--- src/rtl/wave_gen_pkg.sv ---
// Shared types and helpers for the polyphonic wave generator.
package wave_gen_pkg;

    typedef enum logic [1:0] {
        WAVE_SAW    = 2'b00,
        WAVE_SQUARE = 2'b01,
        WAVE_TRI    = 2'b10,
        WAVE_NOISE  = 2'b11
    } wave_type_e;

    localparam int unsigned LFSR_EXTRA_BITS = 8;

    function automatic int unsigned clog2(input int unsigned n);
        int unsigned r;
        r = 0;
        for (int unsigned v = n - 1; v > 0; v = v >> 1) r++;
        return r;
    endfunction

    // Reset pulse width: half scale, i.e. 50% duty square.
    function automatic int unsigned default_pw(input int unsigned depth);
        return 32'(1) << (depth - 1);
    endfunction

endpackage

--- src/rtl/wave_shaper.sv ---
// Combinational stage-1 shaping: maps truncated phase t to a sample for the selected wave type.
module wave_shaper
    import wave_gen_pkg::*;
#(
    parameter int unsigned WAVE_DEPTH = 8
)(
    input  logic [WAVE_DEPTH-1:0] t,
    input  logic [1:0]            wave_type,
    input  logic [WAVE_DEPTH-1:0] pulse_width,
    input  logic [WAVE_DEPTH-1:0] noise,
    output logic [WAVE_DEPTH-1:0] sample_c
);

    logic [WAVE_DEPTH-1:0] tri_u_c;

    always_comb begin
        tri_u_c  = {t[WAVE_DEPTH-2:0], 1'b0};
        sample_c = '0;
        case (wave_type_e'(wave_type))
            WAVE_SAW:    sample_c = t;
            WAVE_SQUARE: sample_c = (t < pulse_width) ? '1 : '0;
            WAVE_TRI:    sample_c = t[WAVE_DEPTH-1] ? ~tri_u_c : tri_u_c;
            WAVE_NOISE:  sample_c = noise;
        endcase
    end

endmodule

--- src/rtl/wave_gen_poly.sv ---
// Polyphonic oscillator: per-voice phase accumulators sharing one round-robin two-stage shaping pipeline.
// Define WAVE_GEN_POLY_NOISE_EN to give each voice a Galois LFSR noise source for wave type 11.
module wave_gen_poly
    import wave_gen_pkg::*;
#(
    parameter  int unsigned WAVE_DEPTH  = 8,
    parameter  int unsigned PHASE_WIDTH = 16,
    parameter  int unsigned NUM_VOICES  = 4,
    localparam int unsigned VOICE_BITS  = clog2(NUM_VOICES)
)(
    input  logic                             Clock,
    input  logic                             Reset,
    input  logic                             Enable,
    input  logic                             CfgWrite,
    input  logic [VOICE_BITS-1:0]            CfgVoice,
    input  logic [PHASE_WIDTH-1:0]           CfgIncr,
    input  logic [1:0]                       CfgWaveType,
    input  logic [WAVE_DEPTH-1:0]            CfgPulseWidth,
    input  logic                             CfgPhaseReset,
    output logic                             SampleValid,
    output logic [VOICE_BITS-1:0]            SampleVoice,
    output logic [WAVE_DEPTH-1:0]            Sample,
    output logic                             MixValid,
    output logic [WAVE_DEPTH+VOICE_BITS-1:0] MixOut
);

    localparam int unsigned           MIX_WIDTH  = WAVE_DEPTH + VOICE_BITS;
    localparam logic [VOICE_BITS-1:0] LAST_VOICE = VOICE_BITS'(NUM_VOICES - 1);
    localparam logic [WAVE_DEPTH-1:0] PW_RESET   = WAVE_DEPTH'(default_pw(WAVE_DEPTH));

    logic [PHASE_WIDTH-1:0] phase       [NUM_VOICES];
    logic [PHASE_WIDTH-1:0] incr        [NUM_VOICES];
    logic [1:0]             wave_type   [NUM_VOICES];
    logic [WAVE_DEPTH-1:0]  pulse_width [NUM_VOICES];
    logic [VOICE_BITS-1:0]  slot;

    logic                  s0_valid;
    logic [VOICE_BITS-1:0] s0_voice;
    logic [WAVE_DEPTH-1:0] s0_t;
    logic [1:0]            s0_type;
    logic [WAVE_DEPTH-1:0] s0_pw;
    logic [WAVE_DEPTH-1:0] s0_noise;

    logic [WAVE_DEPTH-1:0] noise_sel_c;
    logic [WAVE_DEPTH-1:0] shaped_c;
    logic [MIX_WIDTH-1:0]  mix_acc;
    logic [MIX_WIDTH-1:0]  mix_sum_c;

`ifdef WAVE_GEN_POLY_NOISE_EN
    localparam int unsigned           LFSR_WIDTH = WAVE_DEPTH + LFSR_EXTRA_BITS;
    localparam logic [LFSR_WIDTH-1:0] LFSR_TAPS  = LFSR_WIDTH'(16'hB400);

    logic [LFSR_WIDTH-1:0] lfsr   [NUM_VOICES];
    logic                  wrap_c [NUM_VOICES];

    always_comb begin
        for (int unsigned v = 0; v < NUM_VOICES; v++)
            wrap_c[v] = PHASE_WIDTH'(phase[v] + incr[v]) < phase[v];
        noise_sel_c = lfsr[slot][LFSR_WIDTH-1 -: WAVE_DEPTH];
    end

    // Each LFSR steps only on its own slot when that voice's phase wraps.
    always_ff @(posedge Clock) begin
        for (int unsigned v = 0; v < NUM_VOICES; v++) begin
            if (Reset)
                lfsr[v] <= LFSR_WIDTH'(1);
            else if (Enable && slot == VOICE_BITS'(v) && wrap_c[v])
                lfsr[v] <= (lfsr[v] >> 1) ^ (lfsr[v][0] ? LFSR_TAPS : '0);
        end
    end
`else
    assign noise_sel_c = '0;
`endif

    // Slot issue, stage 0 capture, phase accumulate and config writes; a same-cycle write wins over accumulate.
    always_ff @(posedge Clock) begin
        if (Reset) begin
            slot     <= '0;
            s0_valid <= 1'b0;
            s0_voice <= '0;
            s0_t     <= '0;
            s0_type  <= WAVE_SAW;
            s0_pw    <= PW_RESET;
            s0_noise <= '0;
            for (int unsigned v = 0; v < NUM_VOICES; v++) begin
                phase[v]       <= '0;
                incr[v]        <= '0;
                wave_type[v]   <= WAVE_SAW;
                pulse_width[v] <= PW_RESET;
            end
        end else begin
            s0_valid <= Enable;
            if (Enable) begin
                s0_voice <= slot;
                s0_t     <= phase[slot][PHASE_WIDTH-1 -: WAVE_DEPTH];
                s0_type  <= wave_type[slot];
                s0_pw    <= pulse_width[slot];
                s0_noise <= noise_sel_c;
                slot     <= (slot == LAST_VOICE) ? '0 : slot + VOICE_BITS'(1);
            end
            for (int unsigned v = 0; v < NUM_VOICES; v++) begin
                if (Enable && slot == VOICE_BITS'(v))
                    phase[v] <= phase[v] + incr[v];
                if (CfgWrite && CfgVoice == VOICE_BITS'(v)) begin
                    incr[v]        <= CfgIncr;
                    wave_type[v]   <= CfgWaveType;
                    pulse_width[v] <= CfgPulseWidth;
                    if (CfgPhaseReset)
                        phase[v] <= '0;
                end
            end
        end
    end

    wave_shaper #(.WAVE_DEPTH(WAVE_DEPTH)) u_shaper (
        .t           (s0_t),
        .wave_type   (s0_type),
        .pulse_width (s0_pw),
        .noise       (s0_noise),
        .sample_c    (shaped_c)
    );

    // Voice 0 restarts the frame sum.
    always_comb begin
        mix_sum_c = MIX_WIDTH'(shaped_c);
        if (s0_voice != '0)
            mix_sum_c = mix_acc + MIX_WIDTH'(shaped_c);
    end

    always_ff @(posedge Clock) begin
        if (Reset) begin
            SampleValid <= 1'b0;
            SampleVoice <= '0;
            Sample      <= '0;
            mix_acc     <= '0;
            MixValid    <= 1'b0;
            MixOut      <= '0;
        end else begin
            SampleValid <= s0_valid;
            MixValid    <= 1'b0;
            if (s0_valid) begin
                SampleVoice <= s0_voice;
                Sample      <= shaped_c;
                mix_acc     <= mix_sum_c;
                if (s0_voice == LAST_VOICE) begin
                    MixOut   <= mix_sum_c;
                    MixValid <= 1'b1;
                end
            end
        end
    end

endmodule

--- config.mk ---
export PLATFORM = sky130hd
export DESIGN_NAME = wave_gen_poly
export DESIGN_NICKNAME = d
export VERILOG_FILES = /design/src/rtl/wave_gen_pkg.sv /design/src/rtl/wave_shaper.sv /design/src/rtl/wave_gen_poly.sv
export SDC_FILE = /design/constraint.sdc
export NUM_CORES = 1
export LEC_CHECK = 0
export CAP_MARGIN = 40
export CORE_ASPECT_RATIO = 0.5
export CORE_MARGIN = 1.5
export CORE_UTILIZATION = 50
export CTS_BUF_LIST = sky130_fd_sc_hd__clkbuf_16
export CTS_CLUSTER_DIAMETER = 120
export CTS_CLUSTER_SIZE = 10
export DETAILED_ROUTE_END_ITERATION = 7
export PLACE_DENSITY = 0.68
export SLEW_MARGIN = 0
export SYNTH_ARGS = -nofsm -noshare
export SYNTH_HDL_FRONTEND = slang
export SYNTH_HIERARCHICAL = 1
export SYNTH_SLANG_ARGS = --single-unit
--- constraint.sdc ---
create_clock -name Clock -period 6.2 [get_ports Clock]
set_clock_uncertainty 0.2 [all_clocks]
set_input_delay 1.24 -clock Clock [delete_from_list [all_inputs] [get_ports Clock]]
set_output_delay 1.24 -clock Clock [all_outputs]
set_load 0.02 [all_outputs]
==> reports/metrics.yaml, run 1 <==
clock_path_buffers: 3
r2r-start: "s0_t[7]"
routed_wl_um: 27300
final_antenna_net_count: 0
layout_setup_ws_ns: 2.315
yosys_warnings: 6
grt-ovfl-total: 0
vdd_drop_max_v: 0.0001861
cts_tree: "done"
rsz0062_at_grt: "false"
wire_per_inst_um: 18.60
startpoint: "Enable"
synth-edff-count: 168
slew_headroom: 0.4279
status: "finished, final reports clean"
cp-start-kind: "input port"
drive_above_1_share: 0.06938
finalMaxSlewViolations: 0
gp_congestion: 0.9264
cts.clk_slew.worst_paths_ns: 0.05
worstMarginPinSlew_ns: 0.8582
die_y_um: 113.6
drc_errors: 0
cp_common_cell: "nand3_1"
min_period_over_period: 0.6267
num_rows: 40
cts_resized: 0
grt_usage: 0.2197
initial_utilization: 0.5096
r2r-end: "mix_acc[6]"
layout_min_cycle_time_ns: 3.885
fmax_mhz: 257.4
dp_slack_ns: 1.848
avgSynthCellArea_um2: 11.28
crit_arrival_ns: 4.07
num_vias: 8444
slowest_stage: "or4b_1"
path_cells: "clkdlybuf4s50_1, buf_4, nor2b_1, nand3_1, or4b_1, o311a_1, nand3_1"
critPathMaxStageDelay_ns: 0.70
maxCapViolations: 0
dieArea_mm2: 0.02549
leakage_nw: 5.373
synthArstFlopShare: 0
synth_cell_types: 78
power_mw: 3.833
clock-root-buffer: "clkbuf_16"
cp-end-kind: "register"
port_buffers: 54
ys_seq_area_frac: 0.5020
min_path_cells: 2
cts-hold-fix-buffers: 0
grt_pass1_vias: 8315
dpl.cell_count: 1432
drt-pass1-iter-count: 5
cts_made_buffers: 26
first_iter_violations: 568
htreeDepth: 1
synthCells: 1085
worst_ep_required_time_ns: 6.39
hpwl_um: 19510
final-setup-viol-count: 0
grt_antenna_before_repair: 2
ys.flop_type: "edfxtp_1"
syn_area_mm2: 0.01224
hold_viol: 0
nFillCells: 1989
fin_cells: 1468
antennaDiodeCount: 0
crit_end: "phase[3][14]"
hp-class: "reg -> reg"
reg2regPathDepth: 12
cts_setup_buffers: 0
clkLatencyLatePin_ns: 0.53
grt_max_degree: 47
fin_setup_tns_ns: 0
nets: 1262
area_delta_synth_final_pct: 13.36
powerDensity_mw_per_mm2: 276.2
crit_fanout: 26
grt_pass1_wl_um: 43660
placeableCoreArea_mm2: 0.02402
path_class: "in -> reg"
die_w_um: 224.3
synth_seq_cells: 223
r2r_setup_slack_ns: 2.33
io_pins: 55
cts.sinks: 223
viasPerCell: 5.752
how the worst min path moves through the flow:
stage          startpoint    endpoint  slack [ns]
2_1_floorplan  mix_acc[9]  mix_acc[9]        0.25
3_3_place_gp    MixOut[7]   MixOut[7]        0.24
3_5_place_dp    MixOut[9]   MixOut[9]        0.25
4_1_cts         MixOut[9]   MixOut[9]        0.26
5_1_grt         MixOut[1]   MixOut[1]        0.28
6_report        MixOut[7]   MixOut[7]        0.26
cell usage after synthesis, types with 23 or more instances:
| cell | number | area share |
|---|---|---|
| a21oi_1 | 70 | 0.029 |
| nand2_1 | 58 | 0.018 |
| xnor2_1 | 33 | 0.024 |
| ha_1 | 79 | 0.081 |
| inv_1 | 31 | 0.0095 |
| nor3_1 | 23 | 0.0094 |
| dfxtp_1 | 55 | 0.090 |
| o21ai_0 | 33 | 0.013 |
| mux2i_1 | 34 | 0.028 |
| and2_1 | 113 | 0.058 |
| edfxtp_1 | 168 | 0.41 |
| nor2_1 | 102 | 0.031 |
cell families (layout without fill, tap and decap cells):
| kind of cell | Yosys count | count (layout) | synth area share |
|---|---|---|---|
| compound gates | 222 | 222 | 0.1243 |
| xor+xnor | 51 | 51 | 0.03649 |
| fa+ha+maj | 84 | 84 | 0.08892 |
| buf+inv | 72 | 133 | 0.02300 |
| flops | 223 | 223 | 0.5020 |
| mux | 53 | 53 | 0.06214 |
| other cells | 1 | 8 | 0.0003063 |
| simple gates | 379 | 379 | 0.1628 |
report_power, final:
group / internal, mW / switching, mW
Combinational: 0.311 / 0.406
Clock: 0.768 / 0.562
Sequential: 1.72 / 0.0652
Total: 2.80 / 1.03
sequential cells by signal (all words and copies together) (netlist names):
register / count
Sample: 8
s0_t: 8
wave_type: 8
MixOut: 10
incr: 64
SampleVoice: 2
SampleValid: 1
slot: 2
MixValid: 1
s0_valid: 1
mix_acc: 10
s0_pw: 8
pulse_width: 32
s0_type: 2
phase: 64
s0_voice: 2
cells in the final DEF, fill, tap and decap left out, types with 19 or more instances in the layout:
master / netlist / layout
o21ai_0: 33 / 33
a21o_1: 20 / 20
nand3_1: 19 / 19
a211oi_1: 20 / 20
a21oi_1: 70 / 70
mux2i_1: 34 / 34
nor2_1: 102 / 102
ha_1: 79 / 79
clkbuf_16: 0 / 27
nor3_1: 23 / 23
xnor2_1: 33 / 33
nand2_1: 58 / 58
inv_1: 31 / 39
clkdlybuf4s50_1: 0 / 53
edfxtp_1: 168 / 168
dfxtp_1: 55 / 55
and2_1: 113 / 113
critical path, delay by kind of cell:
kind,cells,cell delay (ns)
AOI/OAI and AO/OA,1,0.15
buffers and inverters,2,0.83
and+or+nand+nor,4,1.84
per-stage QoR:
step | hold WS, ns | util | cell area (µm²)
3_3_place_gp | 0.2447 | 0.5458 | 13110
3_5_place_dp | 0.2511 | 0.5479 | 13160
6_report | 0.2569 | 0.5777 | 13880
4_1_cts | 0.2587 | 0.5777 | 13880
5_1_grt | 0.2837 | 0.5777 | 13880
2_1_floorplan | 0.2514 | - | 12270
metal layers:
layer / track usage / wire, µm / share of wire / vias to the layer above
met1: 0.2995 / 12490 / 0.46 / 4067
met3: 0.04405 / 1559 / 0.057 / 55
li1: - / - / - / 4101
met5: 0 / 11 / 0.00040 / -
met2: 0.3528 / 12340 / 0.45 / 219
met4: 0.07785 / 894 / 0.033 / 2
layout make-up:
type,count,area [µm²],area share
tap,315,394.1,0.02840
inverter,31,116.4,0.008385
timing repair buffer,66,653.1,0.04707
clock buffer,27,675.6,0.04869
sequential,223,6146,0.4429
clock inverter,9,38.79,0.002795
multi-input combinational,797,5853,0.4218
Power figures use the tool's default switching activity.
==> inputs of run 2 (changes only) <==
--- a/config.mk
+++ b/config.mk
@@ -13,7 +13,7 @@
 export CTS_CLUSTER_DIAMETER = 120
 export CTS_CLUSTER_SIZE = 10
 export DETAILED_ROUTE_END_ITERATION = 7
-export PLACE_DENSITY = 0.68
+export PLACE_DENSITY = 0.71
 export SLEW_MARGIN = 0
 export SYNTH_ARGS = -nofsm -noshare
 export SYNTH_HDL_FRONTEND = slang
==> constraint.sdc (replaced) <==
create_clock -name Clock -period 3.5 [get_ports Clock]
set_clock_uncertainty 0.2 [all_clocks]
set_input_delay 0.7 -clock Clock [delete_from_list [all_inputs] [get_ports Clock]]
set_output_delay 0.7 -clock Clock [all_outputs]
set_load 0.02 [all_outputs]
==> reports/metrics.yaml, run 2 (synthesis gave the netlist of run 1 again) <==
r2r_setup_slack_ns: 0.13  # was 2.33 ns
dieArea_mm2: 0.02549  # unchanged
cp-end-kind: "register"  # unchanged
hold_viol: 0  # unchanged
power_mw: 6.831  # was 3.833 mW
holdWs_ns: 0.2548  # was 0.2569 ns
powerDensity_mw_per_mm2: 488.0  # was 276.2 mW/mm²
io_pins: 55  # unchanged
drt-pass1-iter-count: 5  # unchanged
cts_tree: "done"  # unchanged
cts_setup_buffers: 0  # unchanged
final_area_mm2: 0.01400  # was 0.01388 mm²
finalMaxSlewViolations: 0  # unchanged
place_area_mm2: 0.01327  # was 0.01316 mm²
layout_min_cycle_time_ns: 3.371
nets: 1277  # was 1262
grt_antenna_before_repair: 0  # was 2
wire_per_inst_um: 17.93  # was 18.60 µm
grt_max_degree: 38  # was 47
clock-root-buffer: "clkbuf_16"  # unchanged
final-setup-viol-count: 0  # unchanged
slew_headroom: 0.5113  # was 0.4279
num_rows: 40  # unchanged
worst_ep_required_time_ns: 3.70  # was 6.39 ns
hpwl_um: 19120  # was 19510 µm
cp-start-kind: "register"  # was input port
die_w_um: 224.3  # unchanged
cts.sinks: 223  # unchanged
largest_registers: "incr: 64 flops, phase: 64 flops, pulse_width: 32 flops"  # unchanged
leakage_nw: 5.449  # was 5.373 nW
grt_pass1_wl_um: 43210  # was 43660 µm
final_cell_mix: "edfxtp_1, and2_1, nor2_1, ha_1, a21oi_1"  # unchanged
path_class: "reg -> reg"  # was in -> reg
first_iter_violations: 703  # was 568
drive_above_1_share: 0.08219  # was 0.06938
placeableCoreArea_mm2: 0.02402  # unchanged
grt_usage: 0.2153  # was 0.2197
clkLatencyLatePin_ns: 0.53  # about the same
worstMarginPinSlew_ns: 0.7146  # was 0.8582 ns
area_delta_synth_final_pct: 14.34  # was 13.36%
cts_made_buffers: 26  # unchanged
fmax_mhz: 296.6
port_buffers: 54  # unchanged
routed_wl_um: 26610  # was 27300 µm
final_antenna_net_count: 0  # unchanged
grt-ovfl-total: 0  # unchanged
drc_errors: 0  # unchanged
layout_commonest_cell: "edfxtp_1"  # unchanged
crit_fanout: 6  # was 26
maxCapViolations: 0  # unchanged
rsz0062_at_grt: "true"  # was false
dpl.cell_count: 1447  # was 1432
die_y_um: 113.6  # unchanged
min_path_cells: 2  # unchanged
num_vias: 8434  # was 8444
status: "finished, final reports clean"  # unchanged
initial_utilization: 0.5096  # unchanged
reg2regPathDepth: 14  # was 12
min_period_over_period: 0.9633
cts.clk_slew.worst_paths_ns: 0.06  # was 0.05 ns
hp-class: "reg -> reg"  # unchanged
utilization: 0.5827  # was 0.5777
gp_congestion: 0.8568  # was 0.9264
clock_path_buffers: 3  # unchanged
vdd_drop_max_v: 0.0003044  # was 0.0001861 V
cts_resized: 0  # unchanged
crit_arrival_ns: 3.57  # was 4.07 ns
fin_cells: 1484  # was 1468
cts-hold-fix-buffers: 0  # unchanged
htreeDepth: 1  # unchanged
viasPerCell: 5.683  # was 5.752
grt_pass1_vias: 8351  # was 8315
==> run 2: metrics by stage <==
stage | TNS, ns | setup WS [ns]
5_1_grt | -0.3876 | -0.07754
2_1_floorplan | 0 | 0.1111
4_1_cts | 0 | 0.1317
3_3_place_gp | 0 | 0.1797
6_report | 0 | 0.1286
3_5_place_dp | 0 | 0.1657
==> run 2: metal layers <==
metal	track usage	vias up	part of all wire
li1	-	4141	-
met1	0.2865	4052	0.46
met2	0.3631	196	0.46
met3	0.04096	45	0.052
met4	0.06130	0	0.026
met5	0	-	0
==> run 2: power by group <==
| part | switching, mW | internal [mW] | total (mW) | leakage (nW) |
|---|---|---|---|---|
| clock network | 1.01 | 1.36 | 2.37 | 0.380 |
| logic | 0.737 | 0.578 | 1.32 | 2.93 |
| registers | 0.101 | 3.05 | 3.15 | 2.14 |
| total | 1.85 | 4.98 | 6.83 | 5.45 |
==> run 2: path summary, 6_finish.rpt <==
check | startpoint | to
hold / removal | MixOut[8] | MixOut[8]
hold reg to reg | MixOut[8] | MixOut[8]
setup / recovery | s0_pw[5] | mix_acc[8]
setup reg to reg | s0_pw[5] | mix_acc[8]
==> run 2: area by class of cell <==
class | count | area (µm²)
Antenna cell | 1 | 2.502
Clock buffer | 27 | 675.6
Clock inverter | 9 | 38.79
Fill cell | 1984 | 10030
Inverter | 31 | 116.4
Multi-Input combinational cell | 797 | 5866
Sequential cell | 223 | 6146
Tap cell | 315 | 394.1
Timing Repair Buffer | 81 | 758.2
==> run 2: worst max-delay path, cell delays in order, from the launching register on <==
cell	delay, ns
dfxtp_1	0.33
inv_1	0.05
ha_1	0.31
a21oi_1	0.13
a2bb2oi_1	0.30
o31ai_4	0.14
buf_4	0.17
o21ai_0	0.35
ha_1	0.35
a21o_1	0.17
a21oi_1	0.18
o211ai_1	0.16
and4_1	0.24
a21oi_1	0.12
nor2_1	0.05
==> inputs of run 3 (changes only) <==
--- a/config.mk
+++ b/config.mk
@@ -8,12 +8,12 @@
 export CAP_MARGIN = 40
 export CORE_ASPECT_RATIO = 0.5
 export CORE_MARGIN = 1.5
-export CORE_UTILIZATION = 50
+export CORE_UTILIZATION = 43
 export CTS_BUF_LIST = sky130_fd_sc_hd__clkbuf_16
 export CTS_CLUSTER_DIAMETER = 120
 export CTS_CLUSTER_SIZE = 10
 export DETAILED_ROUTE_END_ITERATION = 7
-export PLACE_DENSITY = 0.71
+export GPL_TIMING_DRIVEN = 0
 export SLEW_MARGIN = 0
 export SYNTH_ARGS = -nofsm -noshare
 export SYNTH_HDL_FRONTEND = slang
==> reports/metrics.yaml, run 3 (synthesis gave the netlist of run 1 again) <==
num_rows: 43  # was 40
status: "finished, final reports clean"  # unchanged
r2r-start: "s0_pw[7]"  # was s0_pw[5]
die_y_um: 122.3  # was 113.6 µm
powerDensity_mw_per_mm2: 487.4  # was 488.0 mW/mm²
dp_slack_ns: -0.2946  # was 0.1657 ns
num_vias: 8561  # was 8434
worst_ep_required_time_ns: 3.68  # was 3.70 ns
cts_tree: "done"  # unchanged
hp-class: "reg -> reg"  # unchanged
drc_errors: 0  # unchanged
htreeDepth: 1  # unchanged
slowest_stage: "o31ai_4"  # was o21ai_0
dieArea_mm2: 0.02955  # was 0.02549 mm²
clock_path_buffers: 3  # unchanged
hpwl_um: 21130  # was 19120 µm
area_delta_synth_final_pct: 15.55  # was 14.34%
fin_setup_tns_ns: 0  # unchanged
routed_wl_um: 28820  # was 26610 µm
hold_start: "MixOut[2]"  # was MixOut[8]
final_cell_mix: "edfxtp_1, and2_1, nor2_1, ha_1, a21oi_1"  # unchanged
path_class: "reg -> reg"  # unchanged
crit_arrival_ns: 3.62  # was 3.57 ns
grt_max_degree: 27  # was 38
cp-start-kind: "register"  # unchanged
port_buffers: 52  # was 54
hold_viol: 0  # unchanged
placeableCoreArea_mm2: 0.02782  # was 0.02402 mm²
min_period_over_period: 0.9810  # was 0.9633
die_w_um: 241.6  # was 224.3 µm
reg2regPathDepth: 13  # was 14
viasPerCell: 5.456  # was 5.683
cts_made_buffers: 26  # unchanged
grt_antenna_before_repair: 0  # unchanged
finalMaxSlewViolations: 0  # unchanged
crit_fanout: 6  # unchanged
worstMarginPinSlew_ns: 0.8808  # was 0.7146 ns
wire_per_inst_um: 18.37  # was 17.93 µm
grt_pass1_wl_um: 44940  # was 43210 µm
startpoint: "s0_pw[7]"  # was s0_pw[5]
gp_congestion: 0.9099  # was 0.8568
layout_setup_ws_ns: 0.06656  # was 0.1286 ns
nets: 1295  # was 1277
path_cells: "inv_1, ha_4, nand4_1, o31ai_4, o22ai_2, ha_2, fa_2, a21o_1, a21oi_2, o21ai_0, a21oi_1, xor2_1, a311oi_1"  # was inv_1, ha_1, a21oi_1, a2bb2oi_1, o31ai_4, buf_4, o21ai_0, ha_1, a21o_1, a21oi_1, o211ai_1, and4_1, a21oi_1, nor2_1
maxCapViolations: 0  # unchanged
grt_usage: 0.1956  # was 0.2153
final-setup-viol-count: 0  # unchanged
fmax_mhz: 291.3  # was 296.6 MHz
r2r-end: "mix_acc[6]"  # was mix_acc[8]
drt-pass1-iter-count: 5  # unchanged
vdd_drop_max_v: 0.0003255  # was 0.0003044 V
nFillCells: 2489  # was 1984
largest_registers: "incr: 64 flops, phase: 64 flops, pulse_width: 32 flops"  # unchanged
slew_headroom: 0.4128  # was 0.5113
rsz0062_at_grt: "true"  # unchanged
grt_pass1_vias: 8110  # was 8351
final_antenna_net_count: 0  # unchanged
io_pins: 55  # unchanged
min_path_cells: 2  # unchanged
layout_min_cycle_time_ns: 3.433  # was 3.371 ns
holdPathEnd: "MixOut[2]"  # was MixOut[8]
cts.sinks: 223  # unchanged
critPathMaxStageDelay_ns: 0.43  # was 0.35 ns
layout_commonest_cell: "edfxtp_1"  # unchanged
drive_above_1_share: 0.07757  # was 0.08219
cts-hold-fix-buffers: 0  # unchanged
path_buf_inv: 1  # was 2
grt-ovfl-total: 0  # unchanged
leakage_nw: 5.425  # was 5.449 nW
first_iter_violations: 639  # was 703
cts.clk_slew.worst_paths_ns: 0.06  # about the same
cp-end-kind: "register"  # unchanged
r2r_setup_slack_ns: 0.07  # was 0.13 ns
clock-root-buffer: "clkbuf_16"  # unchanged
clkLatencyLatePin_ns: 0.54  # was 0.53 ns
initial_utilization: 0.4401  # was 0.5096
path_delay_family: "compound AO/OA/AOI/OAI gates"  # unchanged
## run 3: cell count changes in the layout (fill, tap and decap cells not counted), moves of 2 or more
cell	delta
buf_4	-23
clkbuf_1	+22
buf_1	+10
buf_2	+8
o21ai_2	+4
ha_1	-2
o21ai_0	-2
o21ai_1	-2
## run 3: per-stage QoR
stage | total power, mW | std cells | utilization | cell area, µm² | hold slack [ns]
after floorplan | 4.125 | 1092 | - | 12270 | 0.2514
after global placement | 4.451 | 1526 | 0.4769 | 13270 | 0.2399
after detailed placement | 4.497 | 1530 | 0.4801 | 13360 | 0.2467
after CTS | 6.923 | 1567 | 0.5068 | 14100 | 0.2548
after global routing | 7.217 | 1568 | 0.5084 | 14140 | 0.2941
final | 6.894 | 1569 | 0.5085 | 14140 | 0.2501
## run 3: final cells by class
| type | count | area [µm²] | share of cell area |
|---|---|---|---|
| buffer | 41 | 165.2 | 0.01168 |
| clock inverter | 9 | 38.79 | 0.002742 |
| antenna | 1 | 2.502 | 0.0001769 |
| sequential | 223 | 6146 | 0.4345 |
| timing repair buffer | 58 | 613.1 | 0.04334 |
| tap | 382 | 478.0 | 0.03379 |
| inverter | 31 | 116.4 | 0.008226 |
| clock buffer | 27 | 675.6 | 0.04777 |
| multi-input combinational | 797 | 5909 | 0.4178 |
## run 3: tightest hold or removal path: cells and delay by family, from the launching register on
| family | cells | cell delay (ns) |
|---|---|---|
| flops | 1 | 0.31 |
| simple gates | 1 | 0.05 |
| compound gates | 1 | 0.05 |
## run 3: per-layer routing
layer / track usage / part of all wire / up-vias
li1: - / - / 4174
met1: 0.2764 / 0.49 / 4169
met2: 0.3139 / 0.45 / 172
met3: 0.03302 / 0.044 / 46
met4: 0.05031 / 0.020 / 0
met5: 0 / 0 / -
## run 3: repair_timing
action / in CTS / in global routing
buffers inserted: 1 / 1
pin swaps: 2 / 8
resized for setup: 5 / 10
endpoints found under the setup margin: 7 / 6
endpoints found under the hold margin: 0 / 0
## run 3: worst max path at each step
stage / end / slack [ns] / cells past startpoint
2_1_floorplan: phase[2][0] / 0.11 / 4
3_3_place_gp: phase[2][3] / -1.84 / 5
3_5_place_dp: mix_acc[6] / -0.29 / 13
4_1_cts: mix_acc[6] / 0.01 / 13
5_1_grt: mix_acc[6] / -0.03 / 13
6_report: mix_acc[6] / 0.07 / 13
## run 3: power by group
part | switching [mW] | internal [mW] | leakage (nW)
Combinational | 0.766 | 0.576 | 2.91
Clock | 1.05 | 1.36 | 0.380
Sequential | 0.0962 | 3.05 | 2.14
